`src/rtl/abc_debounce_pkg.sv`:
```
// Shared types and constants for the three-channel input debouncer.
package abc_debounce_pkg;

    typedef enum logic {
        STABLE  = 1'b0,
        PENDING = 1'b1
    } deb_state_t;

    localparam int unsigned NUM_CH = 3;

    localparam int unsigned CH_A = 0;
    localparam int unsigned CH_B = 1;
    localparam int unsigned CH_C = 2;

endpackage

```
`src/rtl/debounce_chan.sv`:
```
// One debouncer channel: synchroniser chain, STABLE/PENDING FSM and the
// consecutive-mismatch counter that qualifies an output flip.
module debounce_chan
    import abc_debounce_pkg::*;
#(
    parameter int unsigned SYNC_STAGES     = 2,
    parameter int unsigned DEBOUNCE_CYCLES = 4
) (
    input  logic       clk,
    input  logic       rst,
    input  logic       raw_i,
    output logic       out_o,
    output logic       changed_o,
    output deb_state_t state_o
);

    localparam int unsigned CNT_W = $clog2(DEBOUNCE_CYCLES);

    if (SYNC_STAGES < 2) begin : g_bad_sync
        $error("debounce_chan: SYNC_STAGES must be >= 2");
    end
    if (DEBOUNCE_CYCLES < 2) begin : g_bad_deb
        $error("debounce_chan: DEBOUNCE_CYCLES must be >= 2");
    end

    logic [SYNC_STAGES-1:0] sync_q;
    logic                   s;
    deb_state_t             state_q, state_d;
    logic [CNT_W-1:0]       cnt_q, cnt_d;
    logic                   out_q, out_d;
    logic                   changed_q, changed_d;
    logic                   mismatch;
    logic                   last;

    // Shift the raw line through the synchroniser chain.
    always_ff @(posedge clk or posedge rst) begin
        if (rst) begin
            sync_q <= '0;
        end else begin
            sync_q <= {sync_q[SYNC_STAGES-2:0], raw_i};
        end
    end

    assign s        = sync_q[SYNC_STAGES-1];
    assign mismatch = (s != out_q);
    assign last     = (cnt_q == CNT_W'(DEBOUNCE_CYCLES - 1));

    // State register plus the registered counter, output and change strobe.
    always_ff @(posedge clk or posedge rst) begin
        if (rst) begin
            state_q   <= STABLE;
            cnt_q     <= '0;
            out_q     <= 1'b0;
            changed_q <= 1'b0;
        end else begin
            state_q   <= state_d;
            cnt_q     <= cnt_d;
            out_q     <= out_d;
            changed_q <= changed_d;
        end
    end

    // Next-state: leave STABLE on a mismatch, return on a glitch or a flip.
    always_comb begin
        state_d = state_q;
        case (state_q)
            STABLE:  if (mismatch) state_d = PENDING;
            PENDING: if (!mismatch || last) state_d = STABLE;
            default: state_d = STABLE;
        endcase
    end

    // Counter, output and strobe updates for the current state.
    always_comb begin
        cnt_d     = '0;
        out_d     = out_q;
        changed_d = 1'b0;
        case (state_q)
            STABLE: begin
                if (mismatch) cnt_d = CNT_W'(1);
            end
            PENDING: begin
                if (mismatch) begin
                    if (last) begin
                        out_d     = s;
                        changed_d = 1'b1;
                    end else begin
                        cnt_d = cnt_q + CNT_W'(1);
                    end
                end
            end
            default: cnt_d = '0;
        endcase
    end

    assign out_o     = out_q;
    assign changed_o = changed_q;
    assign state_o   = state_q;

endmodule

```
`src/rtl/abc_input_debouncer.sv`:
```
// Conditions the three raw A/B/C lines for the AND/OR gate block: one
// debounce_chan per line, change strobes packed {C,B,A}, all-settled flag.
module abc_input_debouncer
    import abc_debounce_pkg::*;
#(
    parameter int unsigned SYNC_STAGES     = 2,
    parameter int unsigned DEBOUNCE_CYCLES = 4
) (
    input  logic       clk,
    input  logic       rst,
    input  logic       a_raw,
    input  logic       b_raw,
    input  logic       c_raw,
    output logic       A,
    output logic       B,
    output logic       C,
    output logic [2:0] changed,
    output logic       settled
);

    logic [NUM_CH-1:0] raw_vec;
    logic [NUM_CH-1:0] out_vec;
    logic [NUM_CH-1:0] chg_vec;
    deb_state_t        st [NUM_CH];

    assign raw_vec = {c_raw, b_raw, a_raw};

    for (genvar i = 0; i < NUM_CH; i++) begin : g_ch
        debounce_chan #(
            .SYNC_STAGES     (SYNC_STAGES),
            .DEBOUNCE_CYCLES (DEBOUNCE_CYCLES)
        ) u_chan (
            .clk       (clk),
            .rst       (rst),
            .raw_i     (raw_vec[i]),
            .out_o     (out_vec[i]),
            .changed_o (chg_vec[i]),
            .state_o   (st[i])
        );
    end

    assign A       = out_vec[CH_A];
    assign B       = out_vec[CH_B];
    assign C       = out_vec[CH_C];
    assign changed = chg_vec;

    // Settled straight from the state registers, no extra pipeline stage.
    assign settled = (st[CH_A] == STABLE) && (st[CH_B] == STABLE) && (st[CH_C] == STABLE);

endmodule
```
`config.mk`:
```
export PLATFORM = sky130hd
export DESIGN_NAME = abc_input_debouncer
export DESIGN_NICKNAME = d
export VERILOG_FILES = /design/src/rtl/abc_debounce_pkg.sv /design/src/rtl/debounce_chan.sv /design/src/rtl/abc_input_debouncer.sv
export SDC_FILE = /design/constraint.sdc
export NUM_CORES = 1
export LEC_CHECK = 0
export BUFFER_PORTS_ARGS = -buffer_cell sky130_fd_sc_hd__buf_2
export CELL_PAD_IN_SITES_DETAIL_PLACEMENT = 0
export CELL_PAD_IN_SITES_GLOBAL_PLACEMENT = 1
export CORE_UTILIZATION = 40
export DETAILED_ROUTE_END_ITERATION = 8
export GPL_ROUTABILITY_DRIVEN = 1
export GPL_TIMING_DRIVEN = 0
export PLACE_DENSITY = 0.71
export SLEW_MARGIN = 20
export SYNTH_ARGS = -nofsm -noshare
export SYNTH_HDL_FRONTEND = slang
export SYNTH_SLANG_ARGS = --single-unit
```
`constraint.sdc`:
```
create_clock -name clk -period 1.5 [get_ports clk]
set_input_delay 0.225 -clock clk [delete_from_list [all_inputs] [get_ports clk]]
set_output_delay 0.225 -clock clk [all_outputs]
set_load 0.05 [all_outputs]
```
==> results.yml, run 1 <==
status:
  status: "finished, final reports clean"
synthesis:
  ys_top_cells_by_area: "dfrtp_1 (69%), mux2_4 (5.9%), ha_1 (4.9%)"
  synth.distinct_cells: 12
  yosys.area.top_type: "dfrtp_1"
  yosysSeqAreaShare_pct: 68.52
  synth_area_sq_um: 767.0
  ys_ff_latch: 21
  syn_avg_cell_area_sq_um: 13.70
  ys_warn_count: 0
  synthesis.nets: 64
  synth_top_area_share_pct: 68.52
  syn_inst: 56
finish:
  finalNetCount: 81
  layout_commonest_cell: "dfrtp_1"
  fin_area_sq_um: 898.4
  final_cell_mix: "dfrtp_1 (21), buf_2 (10), nor2_1 (9), clkbuf_4 (4)"
  area_growth_pct: 17.13
  regArea_sq_um: 525.5
  drive_gt1_share_pct: 34.72
  multi_input_area_sq_um: 220.2
  fill_cells: 182
  diodes: 0
setup_path:
  r2r-start: "g_ch[0].u_chan.cnt_q[0]"
  critical_path_class: "flop to output port"
  cp_cell_sequence: "nor3_2 > clkbuf_4"
  regToRegSetupSlack_ns: 0.38
  reg2reg_to: "g_ch[0].u_chan.out_o"
  max_stage_delay_ns: 0.45
  end_kind: "output port"
  ff2ff_path_depth: 3
  cp_slowest_cell: "dfrtp_1"
  critical_path.top_delay_family: "flip-flops"
  critPathLaunchType: "flop"
  critPathRequiredTime_ns: 1.27
  crit_buf_inv: 1
  crit_arrival_ns: 1.19
  crit_fanout: 5
timing:
  skew_ns: 0.008059
  hold_ws_ns: 0.02794
  tns_ns: 0
  slew_viol_final: 0
  worst_pin_slew_ns: 0.7397
  fmax_mhz: 705.8
  finalCritPeriodShare_pct: 94.46
  finalHoldViolations: 0
  rsz0062_at_grt: "false"
  setup_viol: 0
  slew_headroom_pct: 50.63
  min_period_ns: 1.417
place:
  hpwl_um: 679.7
  routabilityCongestion: 0.6083
  portBuffers: 11
  placed_area_sq_um: 858.3
clocking:
  numClockSinks: 21
  clk_pin_slew_ns: 0.12
  clock_latency_ns: 0.30
  cts_max_level: 1
  numCtsBuffers: 3
  clk_path_buf_depth: 2
  cts_setup_buffers: 0
  cts_root_buf: "clkbuf_4"
  cts_tree: "built"
floorplan:
  start_util_pct: 43.48
  rows: 15
  die_area_sq_um: 2097
  core_sq_um: 1764
  io_pins: 12
  die_w_um: 45.79
  die_h_um: 45.79
global_route:
  grt_pass1_vias: 374
  grt_use_total_pct: 11.40
  grt_antenna_before_repair: 0
  grt_max_degree: 22
  grt-ovfl-total: 0
  grt_pass1_wl_mm: 1.552
drt:
  firstDrtPassIters: 4
  vias_per_cell: 4.381
  drc: 0
  routedWlPerCell_um: 9.649
  postRouteAntennaNets: 0
  initialDrtViolationCount: 4
  wl_um: 936
  vias: 425
pwr:
  power_density_nw_per_um2: 1921
  vdd_drop_max_mv: 0.8199
  leakagePower_nw: 0.4597
  p_total_mw: 1.726
worst_hold_path:
  hp-class: "input pin to asynchronous set/reset pin"
flow_run:
  max_cap_violations: 0
==> repair_timing <==
item                                   in CTS  in global routing
hold buffers                                0                  1
gates resized for setup                     0                  1
setup endpoints to repair                   0                  1
endpoints found under the hold margin       0                  1
==> per-layer routing <==
metal  vias to the layer above  track usage (%)  routed length, um
met2                         8            16.86                487
li1                        212                -                  -
met1                       203            12.95                401
met4                         0            8.824                 12
met5                         -                0                  0
met3                         2            4.762                 34
==> stage by stage <==
stage | worst slack, ns | util, % | cells
2_1_floorplan | 0.1785 | - | 56
3_3_place_gp | 0.3838 | 48.65 | 92
3_5_place_dp | 0.3824 | 48.65 | 92
4_1_cts | 0.04026 | 50.21 | 96
5_1_grt | 0.01690 | 50.92 | 97
6_report | 0.08307 | 50.92 | 97
==> report_power, final <==
part	internal (mW)	leakage (nW)	switching, mW	total (mW)
clock network	0.0992	0.0177	0.161	0.260
logic	0.236	0.180	0.363	0.598
registers	0.732	0.262	0.136	0.868
total	1.07	0.460	0.659	1.73
==> how the worst max path moves through the flow <==
stage,startpoint,endpoint,slack [ns],cells past startpoint
4_1_cts,g_ch[0].u_chan.state_o,settled,0.04,2
3_3_place_gp,g_ch[0].u_chan.state_o,settled,0.38,2
3_5_place_dp,g_ch[1].u_chan.cnt_q[0],g_ch[1].u_chan.out_o,0.38,3
6_report,g_ch[0].u_chan.state_o,settled,0.08,2
5_1_grt,g_ch[0].u_chan.state_o,settled,0.02,2
2_1_floorplan,g_ch[0].u_chan.state_o,settled,0.18,1
==> area by class of cell <==
type | instances | share of cell area, %
Tap cell | 25 | 3.482
Clock buffer | 3 | 2.507
Sequential cell | 21 | 58.50
Clock inverter | 1 | 0.5571
Inverter | 1 | 0.4178
Multi-Input combinational cell | 31 | 24.51
Buffer | 3 | 2.507
Timing Repair Buffer | 12 | 7.521
==> worst reg2reg max path, delay by kind of cell (launching register included) <==
kind / cells / cell delay, ns
simple gates: 1 / 0.09
mux: 1 / 0.30
flops: 1 / 0.40
fa+ha+maj: 1 / 0.24
==> Yosys cell counts <==
library cell and number:
a21oi_1 3, buf_4 3, dfrtp_1 21, ha_1 3, inv_1 1, mux2_4 3, nand2_1 3, nand2_2 3
nor2_1 9, nor3_1 1, o21a_1 3, xnor2_1 3
==> registers in the layout, indices dropped and copies added (netlist names) <==
signal                 flops
g_ch.u_chan.state_o        3
g_ch.u_chan.out_o          3
g_ch.u_chan.changed_o      3
g_ch.u_chan.sync_q         6
g_ch.u_chan.cnt_q          6
==> kinds of logic after synthesis <==
group	count (synthesis)	synth area share, %
buffers and inverters	4	3.425
adders and majority gates	3	4.894
xor gates and xnor gates	3	3.426
muxes	3	5.872
AOI/OAI and AO/OA	6	4.893
DFF	21	68.51
and+or+nand+nor	16	8.971
Power figures use the tool's default switching activity.
==> run 2: changes to the inputs <==
--- a/config.mk
+++ b/config.mk
@@ -5,6 +5,7 @@
 export SDC_FILE = /design/constraint.sdc
 export NUM_CORES = 1
 export LEC_CHECK = 0
+export ABC_AREA = 1
 export BUFFER_PORTS_ARGS = -buffer_cell sky130_fd_sc_hd__buf_2
 export CELL_PAD_IN_SITES_DETAIL_PLACEMENT = 0
 export CELL_PAD_IN_SITES_GLOBAL_PLACEMENT = 1
@@ -12,7 +13,7 @@
 export DETAILED_ROUTE_END_ITERATION = 8
 export GPL_ROUTABILITY_DRIVEN = 1
 export GPL_TIMING_DRIVEN = 0
-export PLACE_DENSITY = 0.71
+export PLACE_DENSITY = 0.74
 export SLEW_MARGIN = 20
 export SYNTH_ARGS = -nofsm -noshare
 export SYNTH_HDL_FRONTEND = slang
==> run 2 against run 1 <==
Sequential power down 1%. Via count up 15%. Global-route usage up 0.19 points. Flip-flop and latch count unchanged. Critical endpoint unchanged.
==> results.yml, run 2 <==
status:
  status: "finished, final reports clean"
global_route:
  grt_pass1_vias: 419
  grt_use_total_pct: 11.58
  grt_pass1_wl_mm: 1.683
  grt_max_degree: 22
  grt-ovfl-total: 0
  grt_antenna_before_repair: 0
finish:
  finalNetCount: 102
  diodes: 0
  layout_commonest_cell: "dfrtp_1"
  reg_top3: "g_ch.u_chan.cnt_q (6), g_ch.u_chan.sync_q (6)"
  fill_cells: 182
  area_growth_pct: 14.85
  drive_gt1_share_pct: 33.33
  final_cell_mix: "dfrtp_1 (21), nand2_1 (16), inv_1 (12), buf_2 (10), nor2_1 (5)"
timing:
  skew_ns: 0.006604
  setup_viol: 0
  min_period_ns: 1.398
  slew_viol_final: 0
  worst_pin_slew_ns: 0.7494
  finalCritPeriodShare_pct: 93.17
  slew_headroom_pct: 49.99
  fmax_mhz: 715.5
  tns_ns: 0
  finalHoldViolations: 0
  rsz0062_at_grt: "false"
setup_path:
  critPathRequiredTime_ns: 1.27
  regToRegSetupSlack_ns: 0.54
  crit_arrival_ns: 1.17
  critPathLaunchType: "flop"
  ff2ff_path_depth: 4
  end_kind: "output port"
  reg2reg_to: "g_ch[0].u_chan.cnt_q[0]"
  r2r-start: "g_ch[0].u_chan.cnt_q[0]"
  crit_fanout: 4
  critical_path_class: "flop to output port"
pwr:
  power_frac_seq_pct: 48.3
  combPwrFrac_pct: 37.3
  switching_share_pct: 41.13
  intPower_mw: 1.044
  clockPowerShare_pct: 14.5
  p_total_mw: 1.774
  leakagePower_nw: 0.5377
  power_density_nw_per_um2: 1890
  power.switching_mw: 0.7296
  vdd_drop_max_mv: 0.8047
drt:
  vias_per_cell: 4.153
  initialDrtViolationCount: 0
  wl_mm: 1.036
  postRouteAntennaNets: 0
  firstDrtPassIters: 1
  drc: 0
  vias: 490
  routedWlPerCell_um: 8.780
worst_hold_path:
  hold_start: "a_raw"
  hold_depth: 1
  hp-class: "input pin to flop"
  worstHoldEndpoint: "g_ch[0].u_chan.sync_q[0]"
synthesis:
  synth_top_area_share_pct: 64.32
  syn_inst: 78
  synth_area_sq_um: 817.0
  async_reset_ff_share_pct: 100.0
  yosysSeqAreaShare_pct: 64.32
  synth_edf_count: 0
  yosys.area.top_type: "dfrtp_1"
  synthesis.nets: 86
  ys_top_cells_by_area: "dfrtp_1 (64%), nand2_1 (7.4%), inv_1 (5.5%)"
  yosys_most_used_dff: "dfrtp_1"
  ys_ff_latch: 21
  syn_avg_cell_area_sq_um: 10.47
  ys_warn_count: 0
  synth.most_common_cell: "dfrtp_1"
  synthTopCellsByCount: "dfrtp_1 (21), nand2_1 (16), inv_1 (12)"
  synth.distinct_cells: 13
clocking:
  cts_resized: 0
  cts_tree: "built"
  numCtsBuffers: 3
  cts_hold_buf: 0
  cts_max_level: 1
  clk_pin_slew_ns: 0.11
  numClockSinks: 21
  cts_root_buf: "clkbuf_4"
  clk_path_buf_depth: 2
  clock_latency_ns: 0.29
  cts_setup_buffers: 0
place:
  hpwl_um: 770
  routabilityCongestion: 0.7033
  portBuffers: 11
floorplan:
  die_h_um: 47.20
  start_util_pct: 44.88
  core_sq_um: 1821
  io_pins: 12
  die_area_sq_um: 2227
  rows: 15
  die_w_um: 47.20
flow_run:
  max_cap_violations: 0
[run 2: changes by cell type after synthesis, sizes merged]
cell / delta
mux2: -3
nand3: +4
nand2: +14
o21a: -3
inv: +13
a21oi: -3
xnor2: -3
o21ai: +3
[run 2: cells by family after synthesis]
| kind of cell | Yosys count | share of synthesized area [%] |
|---|---|---|
| buf+inv | 17 | 9.188 |
| flops | 21 | 64.32 |
| compound gates | 3 | 1.837 |
| fa+ha+maj | 3 | 4.595 |
| simple gates | 34 | 20.06 |
[run 2: area by class of cell]
cell class | instances | area (sq um) | area share, %
plain buffers | 3 | 22.52 | 2.400
clock buffers | 3 | 22.52 | 2.400
clock inverters | 1 | 5.005 | 0.5333
inverters | 14 | 52.55 | 5.600
multi-input cells | 40 | 221.5 | 23.60
flip-flops and latches | 21 | 525.5 | 56.00
well taps | 25 | 31.28 | 3.333
repair buffers | 11 | 57.56 | 6.133
[run 2: per-layer routing]
metal / track usage [%] / vias to the layer above / part of all wire [%]
li1: - / 258 / -
met1: 15.20 / 223 / 47
met2: 16.94 / 7 / 48
met3: 2.308 / 2 / 3.1
met4: 8.571 / 0 / 1.2
met5: 0 / - / 0
[run 2: how the worst max path moves through the flow]
stage | from | endpoint | slack [ns] | cells after the start
global route | g_ch[0].u_chan.state_o | settled | 0.02 | 2
floorplan | g_ch[0].u_chan.state_o | settled | 0.19 | 1
detailed placement | g_ch[0].u_chan.state_o | settled | 0.41 | 2
CTS | g_ch[0].u_chan.state_o | settled | 0.05 | 2
global placement | g_ch[0].u_chan.state_o | settled | 0.40 | 2
finish | g_ch[0].u_chan.state_o | settled | 0.10 | 2
[run 2: critical path, cell delays in order, from the launching register on]
cell	delay [ns]
dfrtp_1	0.45
nor3_2	0.18
clkbuf_4	0.25
[run 2: through the flow]
stage	area (sq um)	setup WS, ns	hold WS (ns)	util (%)	cells
final	938.4	0.1025	0.02350	51.55	118
after global routing	938.4	0.01718	0.005765	51.55	118
after CTS	935.9	0.04779	0.008279	51.41	118
after global placement	908.4	0.4013	0.3322	49.90	114
after floorplan	822.0	0.1914	0.2015	-	78
after detailed placement	908.4	0.4106	0.3344	49.90	114
[run 2: power by group through the flow]
stage               clock, mW  combinational (mW)  sequential (mW)
floorplan                   0               0.411            0.990
global placement            0               0.657            0.864
detailed placement          0               0.666            0.872
CTS                     0.274               0.669            0.860
global route            0.293               0.747            0.884
finish                  0.257               0.661            0.856
